[src/rtl/uart_pkg.sv]
// Shared types, sampling constants and majority vote for the 16x UART receiver.
// State PARITY exists only when UART_RX_PARITY_EN is defined.
package uart_pkg;

  typedef enum logic [2:0] {
    S_IDLE,
    S_START,
    S_DATA,
`ifdef UART_RX_PARITY_EN
    S_PARITY,
`endif
    S_STOP,
    S_BREAK
  } rx_state_t;

  localparam int         OVERSAMPLE = 16;
  localparam logic [3:0] SAMPLE_A   = 4'd7;
  localparam logic [3:0] SAMPLE_B   = 4'd8;
  localparam logic [3:0] SAMPLE_C   = 4'd9;
  localparam logic [3:0] LAST_TICK  = 4'(OVERSAMPLE - 1);

  function automatic logic maj3(input logic a, input logic b, input logic c);
    return (a & b) | (a & c) | (b & c);
  endfunction

endpackage

[src/rtl/uart_rx_sync.sv]
// Multi-flop synchronizer for the asynchronous rx line; resets to the idle level 1.
module uart_rx_sync #(
  parameter int SYNC_STAGES = 2
) (
  input  logic clk,
  input  logic rst_n,
  input  logic i_d,
  output logic o_q
);

  logic [SYNC_STAGES-1:0] r_sync;

  always_ff @(posedge clk or negedge rst_n) begin
    if (!rst_n) r_sync <= '1;
    else        r_sync <= {r_sync[SYNC_STAGES-2:0], i_d};
  end

  assign o_q = r_sync[SYNC_STAGES-1];

endmodule

[src/rtl/uart_rx.sv]
// 16x-oversampling UART receiver with valid/ready output and error pulses.
// Optional parity stage enabled by defining UART_RX_PARITY_EN.
module uart_rx
  import uart_pkg::*;
#(
  parameter int DATA_BITS   = 8,
  parameter int SYNC_STAGES = 2,
  parameter int PARITY_ODD  = 0
) (
  input  logic                 clk,
  input  logic                 rst_n,
  input  logic                 en,
  input  logic                 baud_x16_tick,
  input  logic                 rx,
  output logic [DATA_BITS-1:0] m_data,
  output logic                 m_valid,
  input  logic                 m_ready,
  output logic                 busy,
  output logic                 frame_err,
  output logic                 overrun_err,
  output logic                 parity_err
);

  rx_state_t              r_state;
  logic [3:0]             r_tcnt;
  logic [3:0]             r_bidx;
  logic [DATA_BITS-1:0]   r_shift;
  logic                   r_sa;
  logic                   r_sb;
  logic                   r_par_bad;
  logic                   r_par_err;
  logic                   w_rx_s;
  logic                   w_maj;

  uart_rx_sync #(.SYNC_STAGES(SYNC_STAGES)) u_sync (
    .clk   (clk),
    .rst_n (rst_n),
    .i_d   (rx),
    .o_q   (w_rx_s)
  );

  // Third vote is the live sample at SAMPLE_C
  assign w_maj = maj3(r_sa, r_sb, w_rx_s);
  assign busy  = (r_state != S_IDLE);

`ifdef UART_RX_PARITY_EN
  localparam logic PAR_ODD = (PARITY_ODD != 0);
  assign parity_err = r_par_err;
`else
  assign parity_err = 1'b0;
`endif

  always_ff @(posedge clk or negedge rst_n) begin
    if (!rst_n) begin
      r_state     <= S_IDLE;
      r_tcnt      <= '0;
      r_bidx      <= '0;
      r_shift     <= '0;
      r_sa        <= 1'b1;
      r_sb        <= 1'b1;
      r_par_bad   <= 1'b0;
      r_par_err   <= 1'b0;
      m_data      <= '0;
      m_valid     <= 1'b0;
      frame_err   <= 1'b0;
      overrun_err <= 1'b0;
    end else begin
      frame_err   <= 1'b0;
      overrun_err <= 1'b0;
      r_par_err   <= 1'b0;
      if (m_valid && m_ready) m_valid <= 1'b0;

      if (!en) begin
        r_state <= S_IDLE;
        r_tcnt  <= '0;
      end else if (baud_x16_tick) begin
        if (r_state != S_IDLE) r_tcnt <= r_tcnt + 4'd1;
        if (r_tcnt == SAMPLE_A) r_sa <= w_rx_s;
        if (r_tcnt == SAMPLE_B) r_sb <= w_rx_s;

        case (r_state)
          S_IDLE: begin
            if (!w_rx_s) begin
              r_state   <= S_START;
              r_tcnt    <= '0;
              r_par_bad <= 1'b0;
            end
          end
          S_START: begin
            if (r_tcnt == SAMPLE_C && w_maj) begin
              r_state <= S_IDLE;
              r_tcnt  <= '0;
            end else if (r_tcnt == LAST_TICK) begin
              r_state <= S_DATA;
              r_bidx  <= '0;
            end
          end
          S_DATA: begin
            if (r_tcnt == SAMPLE_C) r_shift <= {w_maj, r_shift[DATA_BITS-1:1]};
            if (r_tcnt == LAST_TICK) begin
              if (r_bidx == 4'(DATA_BITS - 1)) begin
`ifdef UART_RX_PARITY_EN
                r_state <= S_PARITY;
`else
                r_state <= S_STOP;
`endif
              end else begin
                r_bidx <= r_bidx + 4'd1;
              end
            end
          end
`ifdef UART_RX_PARITY_EN
          S_PARITY: begin
            if (r_tcnt == SAMPLE_C && (w_maj != ((^r_shift) ^ PAR_ODD))) begin
              r_par_err <= 1'b1;
              r_par_bad <= 1'b1;
            end
            if (r_tcnt == LAST_TICK) r_state <= S_STOP;
          end
`endif
          S_STOP: begin
            if (r_tcnt == SAMPLE_C) begin
              if (w_maj) begin
                // Leave at mid-stop so the next start edge is never missed
                r_state <= S_IDLE;
                r_tcnt  <= '0;
                if (!r_par_bad) begin
                  if (!m_valid || m_ready) begin
                    m_data  <= r_shift;
                    m_valid <= 1'b1;
                  end else begin
                    overrun_err <= 1'b1;
                  end
                end
              end else begin
                frame_err <= 1'b1;
                r_state   <= S_BREAK;
              end
            end
          end
          S_BREAK: begin
            if (w_rx_s) begin
              r_state <= S_IDLE;
              r_tcnt  <= '0;
            end
          end
          default: begin
            r_state <= S_IDLE;
            r_tcnt  <= '0;
          end
        endcase
      end
    end
  end

endmodule

[config.mk]
export PLATFORM = sky130hd
export DESIGN_NAME = uart_rx
export DESIGN_NICKNAME = d
export VERILOG_FILES = /design/src/rtl/uart_pkg.sv /design/src/rtl/uart_rx_sync.sv /design/src/rtl/uart_rx.sv
export SDC_FILE = /design/constraint.sdc
export NUM_CORES = 1
export LEC_CHECK = 0
export CAP_MARGIN = 40
export CORE_MARGIN = 2
export CORE_UTILIZATION = 40
export CTS_CLUSTER_SIZE = 28
export DETAILED_ROUTE_END_ITERATION = 8
export PLACE_DENSITY_LB_ADDON = 0.15
export SETUP_SLACK_MARGIN = 0.02
export SYNTH_ARGS = -nofsm -noshare
export SYNTH_HDL_FRONTEND = slang
export SYNTH_SLANG_ARGS = --single-unit
[constraint.sdc]
create_clock -name clk -period 3.41 [get_ports clk]
set_input_delay 0.5115 -clock clk [delete_from_list [all_inputs] [get_ports clk]]
set_output_delay 0.5115 -clock clk [all_outputs]
set_load 0.05 [all_outputs]
==> impl_results.md <==
- P&R area growth vs syn: 16.2%
- Area leader, netlist: dfrtp_1
- Die Width: ~70 um
- Setup violations, final: 0
- Main synth FF type: dfrtp_1
- Reg clk slew, reported paths: roughly 0.07 ns
- Total Routing Usage GR: 0.145
- CP Capture Type: primary output
- IO Count: 19
- Storage cell area: ~860 sq um
- Post-Syn Instances: 152
- Top cell type's share of synthesized area: 0.435
- Grt ovf: 0
- Area of the die: ~4900 sq um
- Crit start category: flop
- Post-synth EDFFs: 0
- Max H-tree Level: 2
- RSZ-0062 raised after global routing: false
- Mean area per synthesized cell: roughly 11 sq um
- RR Startpoint: r_tcnt[0]
- DRT antenna net count: 0
- Met3 Use GR: 0.0494
- Clk buf depth: 2
- Clock Skews: a little over 0.007 ns
- Worst Path Max Fanout: 14
- Initial Util: 0.422
- Antenna violations before repair: 0
- Gr busiest metal: met2
- Post-CTS setup repair buffer count: 0
- Multi-input logic area: around 800 sq um
- Worst Hold Path EP: u_sync.r_sync[1]
- Chip height: roughly 70 um
- Largest net degree at the start of global routing: 35
- Core Rows: 23
- Core area: 4090 sq um
- CTS Hold Bufs: 0
- Max-Cap Viols: 0
- FF-to-FF setup slack: 1.39 ns
- Power, Total: between 0.7 and 0.8 mW
- Wirelength, routed: 3250 um
- HP Start: u_sync.r_sync[0]
- F_max: roughly 0.4 GHz
- WHS Path Cells: 0
- 1st-pass router iterations: 4
- YS warnings: 0
- Post-synthesis mux area share: 0.123
- Routed vias: roughly 1200
- Syn_nets: about 160
- Status: completed
- Fraction of registers with async set or reset after synthesis: 1.00
- DRC violations left: 0
- P_leak: 0.890 nW
- Yosys cell types: 49
- Adder-cell share of the synthesized area: 0.0355
- Post-Synth XOR/XNOR Area: 0
- Vias in the first global route: around 1200
- Clock latency at the later pin of the worst-skew pair: ~0.29 ns
- Detailed Place HPWL: between 2000 and 2500 um
- Met1 usage: 0.194
- Final GP Congestion: 0.921
- Simple-gate share of the synthesized area: 0.181
- Antenna cells: 0
- Min cycle time layout: about 2.5 ns
- Fill count: slightly below 400
- Worst Path Required: just under 3 ns
- PD cells: approximately 380 nW/um^2
- Ranking of synthesized cells by area: dfrtp_1 44%, mux2_2 12%, dfstp_2 6.1%
- Compound-Gate Fraction of Synth Area: 0.117
- PostCTS Resize Cnt: 0
- Cell Area, Synth: 1730 sq um
- Share of layout cells above drive strength 1: 0.229
- Crit Reg-Reg Endpoint: r_state[0]
- Slew @ Worst Pin: a little over 0.5 ns
- Final Net Count: between 150 and 200
- Peak supply drop: 0.215 mV
- Seq cells post-synth: 34
- Crit path arrival time: around 2 ns
- Worst hold path type: flop to flop
- Sink Count: 34
- Max-slew violations: 0
- Final worst path period share: 0.739
- Setup_tns: 0 ns
- Max_slew headroom: 0.664
- TritonCTS Buffers: 5
- Sequential share of the synthesized area: 0.496
- Main combinational cell family by area after synthesis: simple AND/OR/NAND/NOR gates
- Wirelength per Cell: 14.8 um
- Hold Vio Cnt, Final: 0
- Detailed-route vias per instance: approximately 5.5
- Clk root buf: clkbuf_8
- Iter 0 DRT Violations: 42
- Routing usage on met2: 0.220
- Port buffer count: 17
- Critical path type: flop to primary output
- CTS tree: yes
- First-pass GRT wire length: between 5000 and 6000 um
- Worst r2r path cells: 5
## layer usage
layer / share of wire / vias up
li1: - / 588
met1: 0.47 / 582
met2: 0.46 / 38
met3: 0.060 / 7
met4: 0.011 / 0
met5: 0 / -
## stage by stage
stage          hold WS [ns]  std cells  cell area, sq um  utilization  setup WS (ns)
6_report              0.363        220              2000        0.491          0.889
5_1_grt               0.369        220              2000        0.491          0.801
4_1_cts               0.365        220              2000        0.491          0.899
3_5_place_dp          0.355        212              1920        0.469          0.960
3_3_place_gp          0.346        212              1920        0.469           1.09
2_1_floorplan         0.216        152              1730            -           1.62
## flip-flops by register name, summed over array words and instances (netlist names)
name,count
frame_err,1
r_sb,1
m_data,8
r_state,3
u_sync.r_sync,2
overrun_err,1
r_sa,1
r_tcnt,4
r_shift,8
r_bidx,4
m_valid,1
## cell usage after synthesis (2+ instances only)
cell,count
o31ai_1,3
nor2b_1,4
nor3_1,3
o21ai_0,6
o21a_1,2
nand2b_1,2
nand3_2,2
o211ai_1,2
nand2_1,8
buf_2,5
dfrtp_1,30
nand3b_1,3
ha_1,4
nor2_1,6
mux2_2,18
nor4_1,3
buf_4,3
or4_1,2
dfstp_2,4
or4b_1,2
inv_1,8
nand3_1,5
## logic make-up after synthesis
| logic type | after synthesis |
|---|---|
| compound gates | 27 |
| fa+ha+maj | 5 |
| buf+inv | 16 |
| flops | 34 |
| mux | 19 |
| other cells | 1 |
| simple gates | 50 |
## layout make-up
type,instances,area share
Timing Repair Buffer,18,0.0886
Clock inverter,2,0.00687
Clock buffer,6,0.0362
Sequential cell,34,0.427
Multi-Input combinational cell,102,0.395
Inverter,8,0.0150
Tap cell,50,0.0312
## power breakdown
| group | internal [mW] | total [mW] | switching (mW) |
|---|---|---|---|
| registers | 0.409 | 0.417 | 0.00774 |
| logic | 0.0172 | 0.0474 | 0.0303 |
| clock network | 0.144 | 0.291 | 0.148 |
| total | 0.570 | 0.756 | 0.186 |
## how the worst max path moves through the flow
| stage | cells past startpoint | from | endpoint | slack [ns] |
|---|---|---|---|---|
| final | 3 | r_state[1] | busy | 0.89 |
| after detailed placement | 5 | en | m_data[7] | 0.96 |
| after global placement | 5 | en | m_data[4] | 1.09 |
| after global routing | 3 | r_state[1] | busy | 0.80 |
| after floorplan | 5 | r_tcnt[0] | r_state[0] | 1.62 |
| after CTS | 3 | r_state[0] | busy | 0.90 |
## worst max-delay path, cell delays in order (launching register included)
cell and delay, ns:
dfrtp_1 0.51, nor3_1 0.43, inv_1 0.07, clkdlybuf4s50_1 0.70
## placed cells by master, fill, tap and decap left out, types with 3 or more instances in the layout
cell type	instances
clkbuf_8	5
clkdlybuf4s50_1	17
dfrtp_1	30
dfstp_2	4
ha_1	4
inv_1	8
mux2_2	18
nand2_1	8
nand3_1	5
nand3b_1	3
nor2_1	6
nor2b_1	4
nor3_1	3
nor4_1	3
o21ai_0	6
o31ai_1	3
Note: power is estimated with default switching activity, not from simulation.
